[config.mk]
export PLATFORM = sky130hd
export DESIGN_NAME = alu_64bit_flat
export DESIGN_NICKNAME = d
export VERILOG_FILES = /design/src/rtl/alu_64bit_if.sv /design/src/rtl/alu_64bit.sv /design/src/flat_wrapper.sv
export SDC_FILE = /design/constraint.sdc
export NUM_CORES = 1
export LEC_CHECK = 0
export CAP_MARGIN = 20
export CORE_UTILIZATION = 50
export CTS_BUF_LIST = sky130_fd_sc_hd__clkbuf_4
export CTS_CLUSTER_DIAMETER = 60
export CTS_CLUSTER_SIZE = 20
export DETAILED_ROUTE_END_ITERATION = 10
export PLACE_DENSITY = 0.79
export SETUP_SLACK_MARGIN = 0.02
export SLEW_MARGIN = 20
export SYNTH_ARGS = -nofsm -noshare
export SYNTH_HDL_FRONTEND = slang
export SYNTH_SLANG_ARGS = --single-unit
[constraint.sdc]
create_clock -name clk -period 3.9 [get_ports clk]
set_clock_uncertainty 0.1 [all_clocks]
set_input_delay 0.78 -clock clk [delete_from_list [all_inputs] [get_ports clk]]
set_output_delay 0.78 -clock clk [all_outputs]
set_load 0.03 [all_outputs]
[src/rtl/alu_64bit_if.sv]
// Operand/result bundle for alu_64bit.
// Under ALU64_FLAGS_EN the bundle also carries the registered zero/ovf flags.
interface alu_64bit_if;
  logic [63:0] a;
  logic [63:0] b;
  logic        cin;
  logic [1:0]  op;
  logic        in_valid;
  logic [63:0] s;
  logic        cout;
  logic        out_valid;
`ifdef ALU64_FLAGS_EN
  logic        zero;
  logic        ovf;
`endif

  modport master (
    output a, b, cin, op, in_valid,
    input  s, cout, out_valid
`ifdef ALU64_FLAGS_EN
    , input zero, ovf
`endif
  );

  modport slave (
    input  a, b, cin, op, in_valid,
    output s, cout, out_valid
`ifdef ALU64_FLAGS_EN
    , output zero, ovf
`endif
  );
endinterface

[src/rtl/alu_64bit.sv]
// Registered 64-bit NOR/XOR/ADD/SUB execute-stage ALU, latency 1.
// Optional macro ALU64_FLAGS_EN adds registered zero/ovf flags.
module alu_64bit (
  input  logic          clk,
  input  logic          rst_n,
  alu_64bit_if.slave    bus
);

  logic        sub;
  logic [63:0] bx;
  logic        ci;
  logic [64:0] sum;
  logic [63:0] res;
  logic        c;
`ifdef ALU64_FLAGS_EN
  logic        v;
`endif

  // One shared adder; subtract is a + ~b + ~cin.
  always_comb begin
    sub = (bus.op == 2'b11);
    bx  = sub ? ~bus.b : bus.b;
    ci  = sub ? ~bus.cin : bus.cin;
    sum = {1'b0, bus.a} + {1'b0, bx} + {64'd0, ci};
    res = '0;
    c   = 1'b0;
`ifdef ALU64_FLAGS_EN
    v   = 1'b0;
`endif
    unique case (1'b1)
      bus.op == 2'b00: res = ~(bus.a | bus.b);
      bus.op == 2'b01: res = bus.a ^ bus.b;
      bus.op[1]: begin
        res = sum[63:0];
        c   = sum[64];
`ifdef ALU64_FLAGS_EN
        v   = (bus.a[63] == bx[63]) &&
              (sum[63] != bus.a[63]);
`endif
      end
      default: res = '0;
    endcase
  end

  always_ff @(posedge clk or negedge rst_n) begin
    if (!rst_n) begin
      bus.s         <= '0;
      bus.cout      <= 1'b0;
      bus.out_valid <= 1'b0;
`ifdef ALU64_FLAGS_EN
      bus.zero      <= 1'b0;
      bus.ovf       <= 1'b0;
`endif
    end else begin
      bus.out_valid <= bus.in_valid;
      if (bus.in_valid) begin
        bus.s    <= res;
        bus.cout <= c;
`ifdef ALU64_FLAGS_EN
        bus.zero <= (res == 64'd0);
        bus.ovf  <= v;
`endif
      end
    end
  end

endmodule

[src/flat_wrapper.sv]
// flat-port wrapper written by rule: the top's interface ports become plain ports
module alu_64bit_flat 
  (clk, rst_n, bus_a, bus_b, bus_cin, bus_op, bus_in_valid, bus_s, bus_cout, bus_out_valid);
  alu_64bit_if bus_i ();
  input  logic clk;
  input  logic rst_n;
  input wire logic [$bits(bus_i.a)-1:0] bus_a;
  input wire logic [$bits(bus_i.b)-1:0] bus_b;
  input wire logic [$bits(bus_i.cin)-1:0] bus_cin;
  input wire logic [$bits(bus_i.op)-1:0] bus_op;
  input wire logic [$bits(bus_i.in_valid)-1:0] bus_in_valid;
  output wire logic [$bits(bus_i.s)-1:0] bus_s;
  output wire logic [$bits(bus_i.cout)-1:0] bus_cout;
  output wire logic [$bits(bus_i.out_valid)-1:0] bus_out_valid;
  assign bus_i.a = bus_a;
  assign bus_i.b = bus_b;
  assign bus_i.cin = bus_cin;
  assign bus_i.op = bus_op;
  assign bus_i.in_valid = bus_in_valid;
  assign bus_s = bus_i.s;
  assign bus_cout = bus_i.cout;
  assign bus_out_valid = bus_i.out_valid;
  alu_64bit u_core (.clk(clk), .rst_n(rst_n), .bus(bus_i));
endmodule
* After elaboration in Yosys (flattened, before gate mapping)
Index checks and enable logic that the tools add are counted.
** Operators by class
- Reductions and logical operators :: 1
- $add $sub $neg :: 2
- Equality and inequality tests :: 2
- Shift operators :: 0
- $lt $le $gt $ge :: 0
- Bitwise operators :: 5
- Multiplexer cells :: 4
- $mul :: 0
- Divide/modulo/power cells :: 0
** Operators by type and width (count)
- 64-bit one-hot mux with 3 select lines :: 1
- 64-bit inverter :: 2
- 64-bit by 64-bit adder with 65-bit output :: 1
- 65-bit by 1-bit adder with 65-bit output :: 1
- 64-bit two-way mux :: 1
- 64-bit bitwise OR :: 1
- 64-bit XOR :: 1
- 2-bit by 1-bit equality test with 1-bit output (second input constant) :: 1
- 2-bit equality test (second input constant) :: 1
- 2-bit zero test :: 1
- 1-bit two-way mux :: 2
- 1-bit inverter :: 1
** Storage, ports and cells
- Memories kept :: 0
- Memory bits (writable) :: 0
- Word-level logic and storage cells :: 17
- Bits in latches :: 0
- Bits in read-only memories :: 0
- Register bits after elaboration :: 66
- Output and inout bits :: 66
- Input bits :: 134

* Longest topological paths before layout
Gate-level depths: netlist of the first run.
- Word-level depth :: 5
- Gate-level depth with buffers :: 18
- Gate-level depth less buffers :: 15

* Least setup slack after synthesis of the first run
Ideal clock, no wire load.
- Path kind :: input-to-reg
- From :: in bus_op[0]
- To :: reg u_core.bus.cout
- Stages on the path :: 18
- Path buffers :: 3
- Arrival :: 4.622 ns
- Data required time :: 3.718 ns
- Path slack :: -0.904 ns
- Path through :: buf_1 nand2_1 clkbuf_1 buf_1 xnor2_1 fa_1 inv_1 fa_1 nand2b_1 a21oi_2 o41ai_4 nor4_4 o21ai_2 a21oi_4 a31oi_4 o221ai_4 or3b_1 a31oi_1
** Between the ends
- Cells in the longest elaborated chain, start to end :: 5
- Elaborated cells on any way between the ends :: 6
- Those cells by class :: add/sub (2); eq/ne (1); mux (3)
** Ends and longest elaborated chain
- start: declaration :: line flat_wrapper.sv:10 : input wire logic [$bits(bus_i.op)-1:0] bus_op;
- 2-bit equality test (*) :: line alu_64bit.sv:21 : sub = (bus.op == 2'b11);
- 64-bit two-way mux :: line alu_64bit.sv:22 : bx = sub ? ~bus.b : bus.b;
- 64-bit by 64-bit adder with 65-bit output :: line alu_64bit.sv:24 : sum = {1'b0, bus.a} + {1'b0, bx} + {64'd0, ci};
- 65-bit by 1-bit adder with 65-bit output (*) :: line alu_64bit.sv:24
- 1-bit two-way mux (*) :: line alu_64bit.sv:30 : unique case (1'b1)
- end signal: assignment :: line alu_64bit.sv:48 : bus.cout <= 1'b0;
- end signal: assignment :: line alu_64bit.sv:58 : bus.cout <= c;
- end: declaration :: line alu_64bit_if.sv:27 : output s, cout, out_valid
Mark *: on every way between the ends. The rest lies on a longest branch, timed or not.
A chain may end at the register's enable or synchronous reset.

* Final worst setup path of the first run
- From :: in bus_cin
- To :: reg u_core.bus.cout
** Between the ends
- Cells in the longest elaborated chain, start to end :: 4
** Ends and longest elaborated chain
- start: declaration :: line flat_wrapper.sv:9 : input wire logic [$bits(bus_i.cin)-1:0] bus_cin;
- 1-bit inverter :: line alu_64bit.sv:23 : ci = sub ? ~bus.cin : bus.cin;
- 1-bit two-way mux (*) :: line alu_64bit.sv:23
- 65-bit by 1-bit adder with 65-bit output (*) :: line alu_64bit.sv:24
- 1-bit two-way mux (*) :: line alu_64bit.sv:30
Marked as above.

==> flow_summary_export.csv, run 1 <==
group,metric,value,unit
run_status,outcome,"complete, but fails checks",
run_status,violations,"design-rule violations",
critical_path,crit_slowest_cell,"clkdlybuf4s50_1",
power_and_ir_drop,power.density,315,nW/um2
floorplan,die_y,138,um
yosys,yosysMostFrequentCell,"a21oi_1",
yosys,avgSynthCellArea,7.68,um2
yosys,synthCells,1207,
grt,grt_max_degree,92,
yosys,synth_edf_count,0,
critical_path,required,4.20,ns
sta,setup_ws,0.239,ns
critical_path,r2r_cells,4,
sta,slew_headroom,0.390,
grt,grt_pass1_vias,10300,
sta,drv_slew,0,
route,postRouteAntennaNets,0,
yosys,syn-num-nets,1470,
floorplan,die_area,19100,um2
critical_path,slowest_delay,0.50,ns
place,io_buffers,199,
sta,grt_setup_unrepaired,"false",
yosys,synth.distinct_cells,65,
critical_path,cp_data_arrival_time,3.97,ns
clock_tree,insertion_delay,0.47,ns
route,drt-total-wl,29800,um
yosys,synth_common_cells,"a21oi_1, inv_1, ha_1, nor2_1, xnor2_1",
clock_tree,postCtsHoldBufs,0,
route,drc,28,
layout,fin_area,12900,um2
power_and_ir_drop,vdd_ir_drop_max,203,uV
layout,drive_gt1_frac,0.155,
place,pre_cts_ws,-0.382,ns
power_and_ir_drop,leakage,6.29,nW
yosys,synthFlopType,"dfrtp_1",
critical_path,cp.buffers_inverters,2,
layout,fill_cells,1454,
layout,seq_area,1650,um2
yosys,synth-seq-area-share,0.178,
route,drtIter0Drc,537,
sta,tns,0,ns
grt,grt_pass1_wl,49600,um
sta,hold_violations,0,
grt,globalRouteTotalUtil,0.319,
sta,hold_slack,0.325,ns
power_and_ir_drop,total_power,4.06,mW
layout,multi_input_area,6850,um2
clock_tree,cts_buffer_depth,2,
critical_path,worstReg2RegEnd,"u_core.bus.s[60]",
critical_path,worst-setup-path-type,"input pin to register",
floorplan,die_w,138,um
floorplan,start_util,0.512,
route,drtPass1Iterations,8,
route,wl_per_cell,16.8,um
clock_tree,tritoncts,"done",
hold_path,hold_class,"input pin to asynchronous set/reset pin",
place,placed_area,12700,um2
critical_path,cp-end-kind,"register",
sta,period_share,0.939,
critical_path,critical_path.top_delay_family,"compound AO/OA/AOI/OAI gates",
critical_path,path_cells,"clkdlybuf4s50_1 > xnor2_2 > fa_2 > inv_2 > fa_2 > nand2b_4 > a21oi_4 > o41ai_4 > nor4_4 > o21ai_2 > a21oi_4 > a31oi_4 > o221ai_4 > or3b_1 > a31oi_1",
clock_tree,numCtsBuffers,9,
floorplan,num_rows,49,
floorplan,num_io_pins,200,
clock_tree,cts-root-buf,"clkbuf_4",
critical_path,crit_fanout,4,
sta,finalWorstPathRequiredPeriod,3.66,ns
floorplan,core_area,18100,um2
yosys,synth_top_area_share,0.178,
yosys,syn_area,9270,um2
sta,max_freq,273,MHz
yosys,synth-async-reset-ratio,1.00,
place,gp_congestion,0.950,
route,via_count,9937,
route,viasPerCell,5.62,
layout,fin_nets,1795,
sta,setup_viol,0,
clock_tree,cts_htree_levels,3,
yosys,yosysTopAreaCell,"dfrtp_1",
yosys,ys_warn_count,0,
grt,grt_antenna_before_repair,1,
layout,area_growth,38.8,%
sta,worstMarginPinSlew,0.916,ns
clock_tree,clkSinkCount,66,
job,timing.max_cap.violations,0,
critical_path,r2r-start,"u_core.bus.s[60]",
critical_path,r2r_slack,2.43,ns
place,hpwl,23800,um
critical_path,worstSetupStartpointType,"input pin",
clock_tree,post_cts_buffers,0,
grt,globalRoute.totalOverflow,0,
clock_tree,clkTransAtPathRegs,0.14,ns
yosys,synth_area_leaders,"dfrtp_1, ha_1, xnor2_1",
yosys,yosys_register_bits,66,
-- kinds of logic after synthesis --
family / after synthesis / synth area share
and+or+nand+nor: 262 / 0.131
buffers and inverters: 217 / 0.0902
adders and majority gates: 129 / 0.176
DFF: 66 / 0.178
muxes: 67 / 0.0736
xor gates and xnor gates: 122 / 0.115
AOI/OAI and AO/OA: 344 / 0.236
-- per-stage QoR --
stage	cells	util
2_1_floorplan	1207	-
3_3_place_gp	1750	0.704
3_5_place_dp	1750	0.704
4_1_cts	1766	0.711
5_1_grt	1767	0.711
6_report	1767	0.711
-- final cells by class --
cell class,instances,share of cell area
inverters,149,0.0435
clock buffers,9,0.00525
diodes,1,0.000195
repair buffers,382,0.263
clock inverters,7,0.00467
multi-input cells,924,0.532
flip-flops and latches,66,0.128
well taps,229,0.0223
-- sequential cells by signal, indices dropped and copies added (netlist names) --
register and count:
u_core.bus.cout 1, u_core.bus.s 64, u_core.bus.out_valid 1
-- layout by cell type (no fill, tap or decap), drive strengths merged, types with 4 or more instances in the layout --
master and instances:
nor3 11, nand2b 9, o221ai 9, clkdlybuf4s50 194
o211ai 5, a211oi 9, buf 187, ha 127
clkbuf 9, o21a 5, xnor2 105, clkinv 4
a21oi 159, o21ai 61, inv 149, o22ai 5
xor2 17, o21bai 16, dfrtp 66, a31oi 10
a21boi 4, a221o 7, nand3 12, mux2 9
a21o 34, nand4 30, nor2b 5, mux2i 58
nor2 118, nand2 57
-- timing repair --
item | CTS | global route
resized for setup | 0 | 2
endpoints found under the hold margin | 0 | 0
endpoints found under the setup margin | 0 | 4
-- report_power, final --
| part | leakage [nW] | internal [mW] | switching [mW] |
|---|---|---|---|
| Combinational | 5.44 | 1.26 | 1.39 |
| Clock | 0.0621 | 0.187 | 0.309 |
| Sequential | 0.783 | 0.815 | 0.0929 |
-- how the worst max path moves through the flow --
stage / endpoint / cells past startpoint / slack (ns) / startpoint
detailed placement: u_core.bus.s[54] / 16 / -0.38 / bus_b[0]
global route: u_core.bus.cout / 15 / 0.06 / bus_cin
floorplan: u_core.bus.cout / 18 / -0.02 / bus_op[1]
finish: u_core.bus.cout / 15 / 0.24 / bus_cin
global placement: u_core.bus.cout / 15 / -0.29 / bus_b[0]
CTS: u_core.bus.s[54] / 16 / 0.13 / bus_b[0]
-- routing by layer --
layer  up-vias  global-route usage  wire length (um)
met3        90              0.0471              1690
met2       359               0.552             14100
met1      4653               0.394             12900
met5         -                   0                 0
li1       4835                   -                 -
met4         0               0.144              1070
Note: power is estimated with default switching activity, not from simulation.
==> run 2, diff against run 1 <==
CELL_PAD_IN_SITES_DETAIL_PLACEMENT = 1   (was unset)
CELL_PAD_IN_SITES_GLOBAL_PLACEMENT = 2   (was unset)
CORE_UTILIZATION = 33   (was 50)
PLACE_DENSITY = unset   (was 0.79)
PLACE_DENSITY_LB_ADDON = 0.2   (was unset)
==> run 2 against run 1 <==
Effect of this change: the run now ends clean; power is 7.8% higher; highest routed layer unchanged; die area up 51%; clock power grew 34%; critical path type unchanged; critical endpoint is now u_core.bus.s[54].
==> flow_summary_export.csv, run 2 (synthesis gave the netlist of run 1 again) <==
group,metric,value,unit
floorplan,die_area,28800,um2
critical_path,cp_data_arrival_time,3.95,ns
power_and_ir_drop,total_power,4.37,mW
power_and_ir_drop,vdd_ir_drop_max,169,uV
grt,grt_pass1_wl,55600,um
route,wl_per_cell,17.9,um
layout,regMostFlops,"u_core.bus.s",
critical_path,worstSetupStartpointType,"input pin",
hold_path,hold_class,"input pin to asynchronous set/reset pin",
floorplan,num_rows,60,
layout,mostFrequentLayoutCell,"buf_4",
critical_path,cp-end-kind,"register",
route,drtIter0Drc,421,
critical_path,worstReg2RegEnd,"u_core.bus.s[60]",
grt,grt_antenna_before_repair,1,
sta,worstMarginPinSlew,0.689,ns
route,drc,0,
critical_path,crit_slowest_cell,"nor4_4",
sta,slew_headroom,0.541,
layout,reg.largest.list,"u_core.bus.s: 64 flops, u_core.bus.cout: 1 flops, u_core.bus.out_valid: 1 flops",
sta,hold_violations,0,
layout,fin_nets,1838,
grt,grt_pass1_vias,10500,
critical_path,worst-setup-path-type,"input pin to register",
critical_path,r2r_cells,4,
critical_path,path_cells,"buf_2 > nand2_4 > buf_12 > xnor2_2 > fa_2 > inv_2 > fa_2 > nand2b_4 > a21oi_4 > o41ai_4 > nor4_4 > o21ai_4 > a21oi_2 > nor2_1 > buf_4 > o41ai_4 > xnor2_1 > o221ai_1",
critical_path,slowest_delay,0.37,ns
place,dp_cells,1932,
job,timing.max_cap.violations,0,
layout,layout_common_cells,"buf_4, clkdlybuf4s50_1, a21oi_1",
place,gp_congestion,0.882,
critical_path,r2r_slack,2.50,ns
floorplan,core_area,27300,um2
clock_tree,cts_htree_levels,3,
layout,area_growth,45.7,%
place,hpwl,28100,um
sta,hold_slack,0.0824,ns
route,viasPerCell,5.08,
floorplan,die_y,170,um
layout,drive_gt1_frac,0.179,
sta,grt_setup_unrepaired,"false",
sta,setup_ws,0.212,ns
power_and_ir_drop,leakage,6.58,nW
route,drt-total-wl,35000,um
sta,drv_slew,0,
critical_path,crit_fanout,5,
sta,finalWorstPathRequiredPeriod,3.69,ns
layout,largest_register_ffs,64,
layout,instances_no_fill,1954,
layout,multi_input_area,6870,um2
place,pre_cts_ws,-0.423,ns
route,via_count,9928,
layout,seq_area,1650,um2
sta,max_freq,271,MHz
clock_tree,tritoncts,"done",
clock_tree,cts-root-buf,"clkbuf_4",
grt,globalRouteTotalUtil,0.246,
grt,grt_max_degree,67,
clock_tree,numCtsBuffers,9,
clock_tree,clkTransAtPathRegs,0.15,ns
route,postRouteAntennaNets,0,
sta,setup_viol,0,
clock_tree,cts_buffer_depth,2,
clock_tree,insertion_delay,0.47,ns
floorplan,die_w,170,um
run_status,outcome,"finished clean",
sta,period_share,0.946,
layout,fill_cells,3360,
floorplan,num_io_pins,200,
route,drtPass1Iterations,4,
critical_path,required,4.16,ns
layout,utilization,0.495,
place,io_buffers,199,
floorplan,start_util,0.340,
critical_path,r2r-start,"u_core.bus.s[60]",
clock_tree,clkSinkCount,66,
power_and_ir_drop,power.density,324,nW/um2
grt,globalRoute.totalOverflow,0,
-- run 2: changes by cell type in the layout (fill, tap and decap cells not counted), moves of 2 or more --
cell | before | now
buf_4 | 181 | 221
buf_12 | 3 | 6
clkinv_1 | 4 | 2
bufinv_16 | 1 | 3
-- run 2: cell type report --
cell class,instances,area share
Clock inverter,6,0.00779
Antenna cell,2,0.000371
Clock buffer,10,0.00556
Timing Repair Buffer,425,0.280
Tap cell,372,0.0345
Inverter,149,0.0414
Multi-Input combinational cell,924,0.509
Sequential cell,66,0.122
-- run 2: where the power goes --
part           switching, mW  internal, mW
sequential            0.0921         0.815
clock                  0.335         0.328
combinational           1.46          1.34
-- run 2: worst max-delay path, delay by kind of cell --
family | cells | cell delay, ns
XOR/XNOR | 2 | 0.33
buffers and inverters | 4 | 0.48
AND/OR/NAND/NOR | 4 | 0.68
adder cells (fa/ha/maj) | 2 | 0.59
AO/OA/AOI/OAI | 6 | 1.09
-- run 2: timing repair --
item,CTS,global route
endpoints found under the setup margin,0,2
buffers inserted,0,3
hold buffers,0,0
resized for setup,0,5
-- run 2: worst max-delay path by stage --
| stage | end | depth (start not counted) | from |
|---|---|---|---|
| 6_report | u_core.bus.s[54] | 18 | bus_op[1] |
| 5_1_grt | u_core.bus.s[39] | 18 | bus_op[0] |
| 4_1_cts | u_core.bus.s[54] | 16 | bus_b[0] |
| 3_5_place_dp | u_core.bus.s[54] | 16 | bus_b[0] |
| 3_3_place_gp | u_core.bus.s[54] | 16 | bus_b[0] |
| 2_1_floorplan | u_core.bus.cout | 18 | bus_op[1] |
-- run 2: per-stage QoR --
step / cell area (um2) / TNS (ns)
after floorplan: 9400 / -0.0306
after global placement: 13200 / -6.92
after detailed placement: 13200 / -9.25
after CTS: 13400 / 0
after global routing: 13500 / 0
final: 13500 / 0
-- run 2: per-layer routing --
metal | GRT usage | vias to the layer above | share of wire
met5 | 0 | - | 0
met4 | 0.0544 | 0 | 0.013
met3 | 0.0257 | 28 | 0.034
met2 | 0.434 | 179 | 0.49
met1 | 0.319 | 4814 | 0.47
li1 | - | 4907 | -
